==> config.mk <==
export PLATFORM = sky130hd
export DESIGN_NAME = sid_player_flat
export DESIGN_NICKNAME = d
export VERILOG_FILES = /design/src/rtl/sid_player_pkg.sv /design/src/rtl/sid_player_if.sv /design/src/rtl/sid_tick_gen.sv /design/src/rtl/sid_player.sv /design/src/flat_wrapper.sv
export SDC_FILE = /design/constraint.sdc
export NUM_CORES = 1
export LEC_CHECK = 0
export BUFFER_PORTS_ARGS = -buffer_cell sky130_fd_sc_hd__buf_2
export CAP_MARGIN = 30
export CORE_ASPECT_RATIO = 0.8
export CORE_MARGIN = 5
export CORE_UTILIZATION = 56
export CTS_BUF_LIST = sky130_fd_sc_hd__clkbuf_8
export CTS_CLUSTER_DIAMETER = 40
export DETAILED_ROUTE_END_ITERATION = 6
export PLACE_DENSITY = 0.8
export SYNTH_ARGS = -nofsm -noshare
export SYNTH_HDL_FRONTEND = slang
export SYNTH_SLANG_ARGS = --single-unit
==> constraint.sdc <==
create_clock -name clk_i -period 3.1 [get_ports clk_i]
set_input_delay 0.62 -clock clk_i [delete_from_list [all_inputs] [get_ports clk_i]]
set_output_delay 0.62 -clock clk_i [all_outputs]
set_load 0.03 [all_outputs]
==> src/rtl/sid_player_pkg.sv <==
// sid_player_pkg: command codes, FSM state encoding and command word field widths shared by
// the SID player, its bus interface and the testbench.
package sid_player_pkg;

   // Command word fields: {sel, reg_addr, reg_data}; sel width is a per-instance parameter.
   localparam int unsigned RegAddrW = 5;
   localparam int unsigned RegDataW = 8;

   // Reserved register addresses reused as sequencer commands.
   localparam logic [RegAddrW-1:0] CMD_DELAY = 5'h1F;
   localparam logic [RegAddrW-1:0] CMD_END   = 5'h1E;

   typedef enum logic [1:0] {
      StRst  = 2'd0,
      StIdle = 2'd1,
      StPlay = 2'd2,
      StHalt = 2'd3
   } state_e;

   // Addresses below the command codes are genuine SID register writes.
   function automatic logic is_reg_write(input logic [RegAddrW-1:0] addr);
      return addr < CMD_END;
   endfunction

endpackage

==> src/rtl/sid_player_if.sv <==
// sid_player_if: run control, command ROM port, SID write bus and status of the SID player.
// master = player side, slave = ROM/SID/board side.
interface sid_player_if
   import sid_player_pkg::*;
#(
   parameter int unsigned ROM_AW   = 8,
   parameter int unsigned NUM_SIDS = 2,
   parameter int unsigned SEL_W    = 2
) ();

   logic                run;
   logic [ROM_AW-1:0]   rom_index;
   logic                rom_read_en;
   logic [SEL_W-1:0]    rom_sel;
   logic [RegAddrW-1:0] rom_addr;
   logic [RegDataW-1:0] rom_data;
   logic                sid_ce_1m;
   logic [NUM_SIDS-1:0] sid_we;
   logic [RegAddrW-1:0] sid_addr;
   logic [RegDataW-1:0] sid_data;
   logic                sid_reset;
   logic                dac_reset;
   logic                playing;
   logic                halted;

   modport master (
      input  run, rom_sel, rom_addr, rom_data,
      output rom_index, rom_read_en, sid_ce_1m, sid_we, sid_addr, sid_data,
             sid_reset, dac_reset, playing, halted
   );

   modport slave (
      output run, rom_sel, rom_addr, rom_data,
      input  rom_index, rom_read_en, sid_ce_1m, sid_we, sid_addr, sid_data,
             sid_reset, dac_reset, playing, halted
   );

endinterface

==> src/rtl/sid_tick_gen.sv <==
// sid_tick_gen: free-running down-counter from CLK_DIV-1 to 0 producing the phase within a SID
// tick and a registered one-clk enable that is high on the clk after phase 0.
module sid_tick_gen #(
   parameter int unsigned CLK_DIV = 12
) (
   input  logic                       clk_i,
   input  logic                       rst_i,
   output logic [$clog2(CLK_DIV)-1:0] phase_o,
   output logic                       ce_o
);

   localparam int unsigned PhaseW = $clog2(CLK_DIV);

   logic [PhaseW-1:0] phase_q, phase_d;
   logic              ce_q;

   // Next phase: count down, reload at zero.
   always_comb begin
      phase_d = phase_q - 1'b1;
      if (phase_q == '0) begin
         phase_d = PhaseW'(CLK_DIV - 1);
      end
   end

   // Phase and enable registers.
   always_ff @(posedge clk_i or posedge rst_i) begin
      if (rst_i) begin
         phase_q <= PhaseW'(CLK_DIV - 1);
         ce_q    <= 1'b0;
      end else begin
         phase_q <= phase_d;
         ce_q    <= (phase_q == '0);
      end
   end

   assign phase_o = phase_q;
   assign ce_o    = ce_q;

endmodule

==> src/rtl/sid_player.sv <==
// sid_player: replays a command ROM of SID register writes into NUM_SIDS SID cores, one command
// per SID tick, and sequences the SID and DAC resets.
// Build option: define SID_PLAYER_LOOP_EN to make END restart at LOOP_ADDR instead of halting.
module sid_player
   import sid_player_pkg::*;
#(
   parameter int unsigned CLK_DIV       = 12,
   parameter int unsigned ROM_AW        = 8,
   parameter int unsigned NUM_SIDS      = 2,
   parameter int unsigned SEL_W         = 2,
   parameter int unsigned DAC_RST_TICKS = 3,
   parameter int unsigned LOOP_ADDR     = 0
) (
   input logic          clk_i,
   input logic          rst_i,
   sid_player_if.master bus_io
);

   localparam int unsigned PhaseW = $clog2(CLK_DIV);
   localparam int unsigned DacW   = $clog2(DAC_RST_TICKS + 1) + 1;

`ifdef SID_PLAYER_LOOP_EN
   localparam bit LoopEn = 1'b1;
`else
   localparam bit LoopEn = 1'b0;
`endif

   localparam logic [PhaseW-1:0] PhStart = PhaseW'(CLK_DIV - 1);
   localparam logic [PhaseW-1:0] PhDec   = PhaseW'(CLK_DIV - 2);
   localparam logic [ROM_AW-1:0] LoopIdx = ROM_AW'(LOOP_ADDR);

   logic [PhaseW-1:0] phase;
   logic              ce;
   logic              tick_start, tick_dec, tick_end;
   logic              fetch;
   logic [SEL_W-1:0]  sel;

   state_e              state_q, state_d;
   logic [ROM_AW-1:0]   index_q, index_d;
   logic [RegDataW-1:0] wait_q, wait_d;
   logic                fetched_q, fetched_d;
   logic                end_q, end_d;
   logic [NUM_SIDS-1:0] sid_we_q, sid_we_d;
   logic [RegAddrW-1:0] sid_addr_q, sid_addr_d;
   logic [RegDataW-1:0] sid_data_q, sid_data_d;
   logic [DacW-1:0]     dac_cnt_q, dac_cnt_d;
   logic                sid_reset_q, dac_reset_q, playing_q, halted_q;

   sid_tick_gen #(
      .CLK_DIV (CLK_DIV)
   ) u_tick_gen (
      .clk_i   (clk_i),
      .rst_i   (rst_i),
      .phase_o (phase),
      .ce_o    (ce)
   );

   assign tick_start = (phase == PhStart);
   assign tick_dec   = (phase == PhDec);
   assign tick_end   = (phase == '0);
   assign sel        = bus_io.rom_sel;

   // Fetch is only issued at the start of a tick with no pending delay.
   assign fetch = (state_q == StPlay) && (wait_q == '0) && bus_io.run && tick_start;

   // Sequencer state: reset release, run/pause and END handling.
   always_comb begin
      state_d = state_q;
      case (state_q)
         StRst: begin
            if (tick_end) state_d = StIdle;
         end
         StIdle: begin
            if (tick_start && bus_io.run) state_d = StPlay;
         end
         StPlay: begin
            if (tick_start && !bus_io.run) begin
               state_d = StIdle;
            end else if (!LoopEn && tick_dec && fetched_q && (bus_io.rom_addr == CMD_END)) begin
               state_d = StHalt;
            end
         end
         StHalt: begin
            state_d = StHalt;
         end
      endcase
   end

   // Command datapath: fetch tracking, decode, write strobes, index and delay counters.
   always_comb begin
      index_d    = index_q;
      wait_d     = wait_q;
      fetched_d  = fetched_q;
      end_d      = end_q;
      sid_we_d   = sid_we_q;
      sid_addr_d = sid_addr_q;
      sid_data_d = sid_data_q;
      dac_cnt_d  = dac_cnt_q;

      if (fetch) fetched_d = 1'b1;

      // Strobes stay up through the SID enable clk, then drop.
      if (tick_start) sid_we_d = '0;

      // ROM data is valid on the clk after the read strobe.
      if (tick_dec && fetched_q) begin
         if (bus_io.rom_addr == CMD_DELAY) begin
            wait_d = bus_io.rom_data;
         end else if (bus_io.rom_addr == CMD_END) begin
            end_d = 1'b1;
         end else if (is_reg_write(bus_io.rom_addr) && (32'(sel) < NUM_SIDS)) begin
            sid_addr_d = bus_io.rom_addr;
            sid_data_d = bus_io.rom_data;
            for (int unsigned i = 0; i < NUM_SIDS; i++) begin
               sid_we_d[i] = (32'(sel) == i);
            end
         end
      end

      if (tick_end) begin
         fetched_d = 1'b0;
         end_d     = 1'b0;
         if (fetched_q) begin
            // A halted END keeps pointing at itself.
            if (end_q) index_d = LoopEn ? LoopIdx : index_q;
            else       index_d = index_q + 1'b1;
         end else if ((state_q == StPlay) && (wait_q != '0)) begin
            wait_d = wait_q - 1'b1;
         end
         if (dac_cnt_q != '0) dac_cnt_d = dac_cnt_q - 1'b1;
      end
   end

   // State, datapath and registered status outputs.
   always_ff @(posedge clk_i or posedge rst_i) begin
      if (rst_i) begin
         state_q     <= StRst;
         index_q     <= '0;
         wait_q      <= '0;
         fetched_q   <= 1'b0;
         end_q       <= 1'b0;
         sid_we_q    <= '0;
         sid_addr_q  <= '0;
         sid_data_q  <= '0;
         dac_cnt_q   <= DacW'(DAC_RST_TICKS);
         sid_reset_q <= 1'b1;
         dac_reset_q <= 1'b1;
         playing_q   <= 1'b0;
         halted_q    <= 1'b0;
      end else begin
         state_q     <= state_d;
         index_q     <= index_d;
         wait_q      <= wait_d;
         fetched_q   <= fetched_d;
         end_q       <= end_d;
         sid_we_q    <= sid_we_d;
         sid_addr_q  <= sid_addr_d;
         sid_data_q  <= sid_data_d;
         dac_cnt_q   <= dac_cnt_d;
         sid_reset_q <= (state_d == StRst);
         dac_reset_q <= (dac_cnt_d != '0);
         playing_q   <= (state_q == StPlay);
         halted_q    <= (state_q == StHalt);
      end
   end

   assign bus_io.rom_index   = index_q;
   assign bus_io.rom_read_en = fetch;
   assign bus_io.sid_ce_1m   = ce;
   assign bus_io.sid_we      = sid_we_q;
   assign bus_io.sid_addr    = sid_addr_q;
   assign bus_io.sid_data    = sid_data_q;
   assign bus_io.sid_reset   = sid_reset_q;
   assign bus_io.dac_reset   = dac_reset_q;
   assign bus_io.playing     = playing_q;
   assign bus_io.halted      = halted_q;

endmodule

==> src/flat_wrapper.sv <==
// flat-port wrapper written by rule: the top's interface ports become plain ports
module sid_player_flat import sid_player_pkg::*;
#(
   parameter int unsigned CLK_DIV       = 12,
   parameter int unsigned ROM_AW        = 8,
   parameter int unsigned NUM_SIDS      = 2,
   parameter int unsigned SEL_W         = 2,
   parameter int unsigned DAC_RST_TICKS = 3,
   parameter int unsigned LOOP_ADDR     = 0
)
  (clk_i, rst_i, bus_io_run, bus_io_rom_sel, bus_io_rom_addr, bus_io_rom_data, bus_io_rom_index, bus_io_rom_read_en, bus_io_sid_ce_1m, bus_io_sid_we, bus_io_sid_addr, bus_io_sid_data, bus_io_sid_reset, bus_io_dac_reset, bus_io_playing, bus_io_halted);
  sid_player_if #(.ROM_AW(ROM_AW), .NUM_SIDS(NUM_SIDS), .SEL_W(SEL_W)) bus_io_i ();
  input logic clk_i;
  input logic rst_i;
  input wire logic [$bits(bus_io_i.run)-1:0] bus_io_run;
  input wire logic [$bits(bus_io_i.rom_sel)-1:0] bus_io_rom_sel;
  input wire logic [$bits(bus_io_i.rom_addr)-1:0] bus_io_rom_addr;
  input wire logic [$bits(bus_io_i.rom_data)-1:0] bus_io_rom_data;
  output wire logic [$bits(bus_io_i.rom_index)-1:0] bus_io_rom_index;
  output wire logic [$bits(bus_io_i.rom_read_en)-1:0] bus_io_rom_read_en;
  output wire logic [$bits(bus_io_i.sid_ce_1m)-1:0] bus_io_sid_ce_1m;
  output wire logic [$bits(bus_io_i.sid_we)-1:0] bus_io_sid_we;
  output wire logic [$bits(bus_io_i.sid_addr)-1:0] bus_io_sid_addr;
  output wire logic [$bits(bus_io_i.sid_data)-1:0] bus_io_sid_data;
  output wire logic [$bits(bus_io_i.sid_reset)-1:0] bus_io_sid_reset;
  output wire logic [$bits(bus_io_i.dac_reset)-1:0] bus_io_dac_reset;
  output wire logic [$bits(bus_io_i.playing)-1:0] bus_io_playing;
  output wire logic [$bits(bus_io_i.halted)-1:0] bus_io_halted;
  assign bus_io_i.run = bus_io_run;
  assign bus_io_i.rom_sel = bus_io_rom_sel;
  assign bus_io_i.rom_addr = bus_io_rom_addr;
  assign bus_io_i.rom_data = bus_io_rom_data;
  assign bus_io_rom_index = bus_io_i.rom_index;
  assign bus_io_rom_read_en = bus_io_i.rom_read_en;
  assign bus_io_sid_ce_1m = bus_io_i.sid_ce_1m;
  assign bus_io_sid_we = bus_io_i.sid_we;
  assign bus_io_sid_addr = bus_io_i.sid_addr;
  assign bus_io_sid_data = bus_io_i.sid_data;
  assign bus_io_sid_reset = bus_io_i.sid_reset;
  assign bus_io_dac_reset = bus_io_i.dac_reset;
  assign bus_io_playing = bus_io_i.playing;
  assign bus_io_halted = bus_io_i.halted;
  sid_player #(.CLK_DIV(CLK_DIV), .ROM_AW(ROM_AW), .NUM_SIDS(NUM_SIDS), .SEL_W(SEL_W), .DAC_RST_TICKS(DAC_RST_TICKS), .LOOP_ADDR(LOOP_ADDR)) u_core (.clk_i(clk_i), .rst_i(rst_i), .bus_io(bus_io_i));
endmodule
==> results_dict.tcl <==
set metrics [dict create \
    synth_commonest_cells "dfrtp_1 (40), mux2_2 (16), inv_1 (13)" \
    met2_length_um 2060 \
    die_h_um 66.0 \
    yosysMostFrequentCell "dfrtp_1" \
    synth_flop_cell "dfrtp_1" \
    start_util_pct 57.8 \
    grt_pass1_vias 1562 \
    worst_pin_slew_ns 0.640 \
    synth_edf_count 0 \
    drv_cap 0 \
    core-area_mm2 0.00380 \
    port_buffers 46 \
    synthTopCellsByArea "dfrtp_1 (46%), dfstp_2 (8.4%), mux2_2 (8.2%)" \
    syn_area_per_cell_um2 12.4 \
    status "finished clean" \
    max_stage_delay_ns 0.39 \
    root_buffer "clkbuf_8" \
    rsz0062_at_grt "no" \
    hold_buffers 0 \
    post_cts.repair.setup_buffers 0 \
    ir_worst_vdd_mv 0.338 \
    worst_r2r_startpoint "u_core.u_tick_gen.phase_o[0]$_DFF_PP1_" \
    power.leakage_uw 0.00131 \
    antenna_found_initial 0 \
    async_reset_ff_share_pct 100 \
    cts.sinks 47 \
    cp.arrival_ns 1.92 \
    dp.cells 278 \
    path_class "flop to output port" \
    clk_pin_slew_ns 0.08 \
    cts_inserted_buffers 5 \
    crit_chain "inv_1, ha_1, nor3b_1, nand2_1, nor3_1, buf_2" \
    syn_nets 204 \
    cts_tree "yes" \
    cp_top_family "simple AND/OR/NAND/NOR gates" \
    hold_ws_ns 0.163 \
    drive_gt1_share_pct 40.5 \
    wl_met3_um 191 \
    maxSlewViolCount 0 \
    ioPinCount 47 \
    ys_seq_elements 47 \
    clkLatencyLatePin_ns 0.29 \
    design.final.nets 258 \
    hold_class "input pin to async pin" \
    period_share_pct 81.9 \
    max_freq_mhz 394 \
    drcViolationCount 0 \
    cts_max_level 2 \
    fin_skew_ns 0.00325 \
    antenna_left 0 \
    crit_buf_inv 2 \
    grt_pass1_wl_um 7310 \
    syn_inst 177 \
    min_period_ns 2.54 \
    first_pass_iters 4 \
    dieWidth_um 80.0 \
    synth-seq-area-share_pct 53.9 \
    yosys.cell_types.count 41 \
    grt_overflow_total 0 \
    synthDominantCellAreaShare_pct 45.6 \
    top_layer "met4" \
    hold_viol_final 0 \
    cp-end-kind "output port" \
    syn-cell-area_mm2 0.00220 \
    cp.required_ns 2.48 \
    crit_fanout 4 \
    critPathLaunch "u_core.wait_q[0]$_DFF_PP0_" \
    first_iter_violations 69 \
    fin_tns_setup_ns 0 \
    utilization_pct 69.3 \
    drt_wl_total_um 4250 \
    max-slew-margin-rel_pct 57.0 \
    cts-resized-gates 0 \
    grt_max_degree 48 \
    syn_to_final_growth_pct 20.0 \
    die_area_mm2 0.00528 \
    finalNonFillerCells 287 \
    synth_area_leader_cell "dfrtp_1" \
    vias 1509 \
    cp_slowest_cell "dfrtp_1" \
    grt.total_usage_pct 18.0 \
    diodes 0 \
    p_per_area_mw_per_mm2 539 \
    hpwl_um 3160 \
    clockBufferDepth 2 \
    final-setup-viol-count 0 \
    row_count 20 \
    vias_per_cell 5.26 \
    synth_warnings 0 \
    drt-met1-wl_um 1990 \
    wl_per_cell_um 14.8 \
    place.gp.congestion 0.787 \
    cp-start-kind "flop" \
]
placed cells by master, fill, tap and decap left out, drive strengths merged, types with 4 or more instances in the layout:
cell,count
nor3b,4
o21ai,6
dfrtp,40
nor2,7
inv,13
xnor2,7
o221a,6
mux2i,6
nand4,6
clkbuf,6
nand2,9
nand3,7
nor3,4
dfstp,7
ha,9
mux2,19
buf,51
report_power, final:
part | leakage (µW) | switching (µW) | internal (µW)
sequential | 0.000591 | 42.5 | 663
clock | 0.0000612 | 195 | 261
combinational | 0.000657 | 156 | 105
metrics by stage:
| stage | power (µW) | instance area (µm²) | setup WS [ns] |
|---|---|---|---|
| 6_report | 1420 | 2640 | 0.560 |
| 5_1_grt | 1500 | 2640 | 0.374 |
| 4_1_cts | 1430 | 2620 | 0.537 |
| 3_5_place_dp | 973 | 2500 | 0.694 |
| 3_3_place_gp | 966 | 2500 | 0.758 |
| 2_1_floorplan | 887 | 2200 | 0.646 |
worst paths after layout:
check | cells past startpoint | slack (ns) | to
max | 6 | 0.56 | bus_io_rom_read_en
min | 2 | 0.16 | u_core.bus_io.sid_addr[1]$_DFFE_PP0P_
max reg2reg | 7 | 0.69 | u_core.wait_q[5]$_DFF_PP0_
min reg2reg | 1 | 0.47 | u_core.bus_io.rom_index[7]$_DFFE_PP0P_
max in group asynchronous | 3 | 2.46 | u_core.bus_io.sid_reset$_DFF_PP1_
min in group clk_i | 1 | 0.47 | u_core.bus_io.rom_index[7]$_DFFE_PP0P_
kinds of logic (layout without fill, tap and decap cells):
kind of cell	count (synthesis)	in the layout	share of synthesized area (%)
simple gates	52	52	14.0
flops	47	47	53.9
mux	25	25	12.5
compound gates	19	19	7.69
buf+inv	17	72	3.64
fa+ha+maj	9	9	5.13
xor+xnor	8	8	3.19
flip-flops by register name, indices dropped and copies added (netlist names):
| register | flops |
|---|---|
| u_core.bus_io.rom_index | 8 |
| u_core.bus_io.sid_data | 8 |
| u_core.end_q | 1 |
| u_core.bus_io.halted | 1 |
| u_core.fetched_q | 1 |
| u_core.bus_io.dac_reset | 1 |
| u_core.bus_io.sid_reset | 1 |
| u_core.state_q | 2 |
| u_core.u_tick_gen.ce_o | 1 |
| u_core.bus_io.sid_addr | 5 |
| u_core.bus_io.playing | 1 |
| u_core.u_tick_gen.phase_o | 4 |
| u_core.wait_q | 8 |
| u_core.bus_io.sid_we | 2 |
| u_core.dac_cnt_q | 3 |
metal layers:
metal | vias up | global-route usage [%]
li1 | 748 | -
met1 | 727 | 24.5
met2 | 32 | 29.3
met3 | 2 | 4.36
met4 | 0 | 4.22
met5 | - | 0
final cells by class:
cell class | instances | area (µm²)
fill | 298 | 1170
multi-input combinational | 113 | 937
clock inverter | 2 | 35.0
timing repair buffer | 51 | 280
sequential | 47 | 1180
tap | 55 | 68.8
inverter | 13 | 48.8
clock buffer | 6 | 82.6
Power figures use the tool's default switching activity.
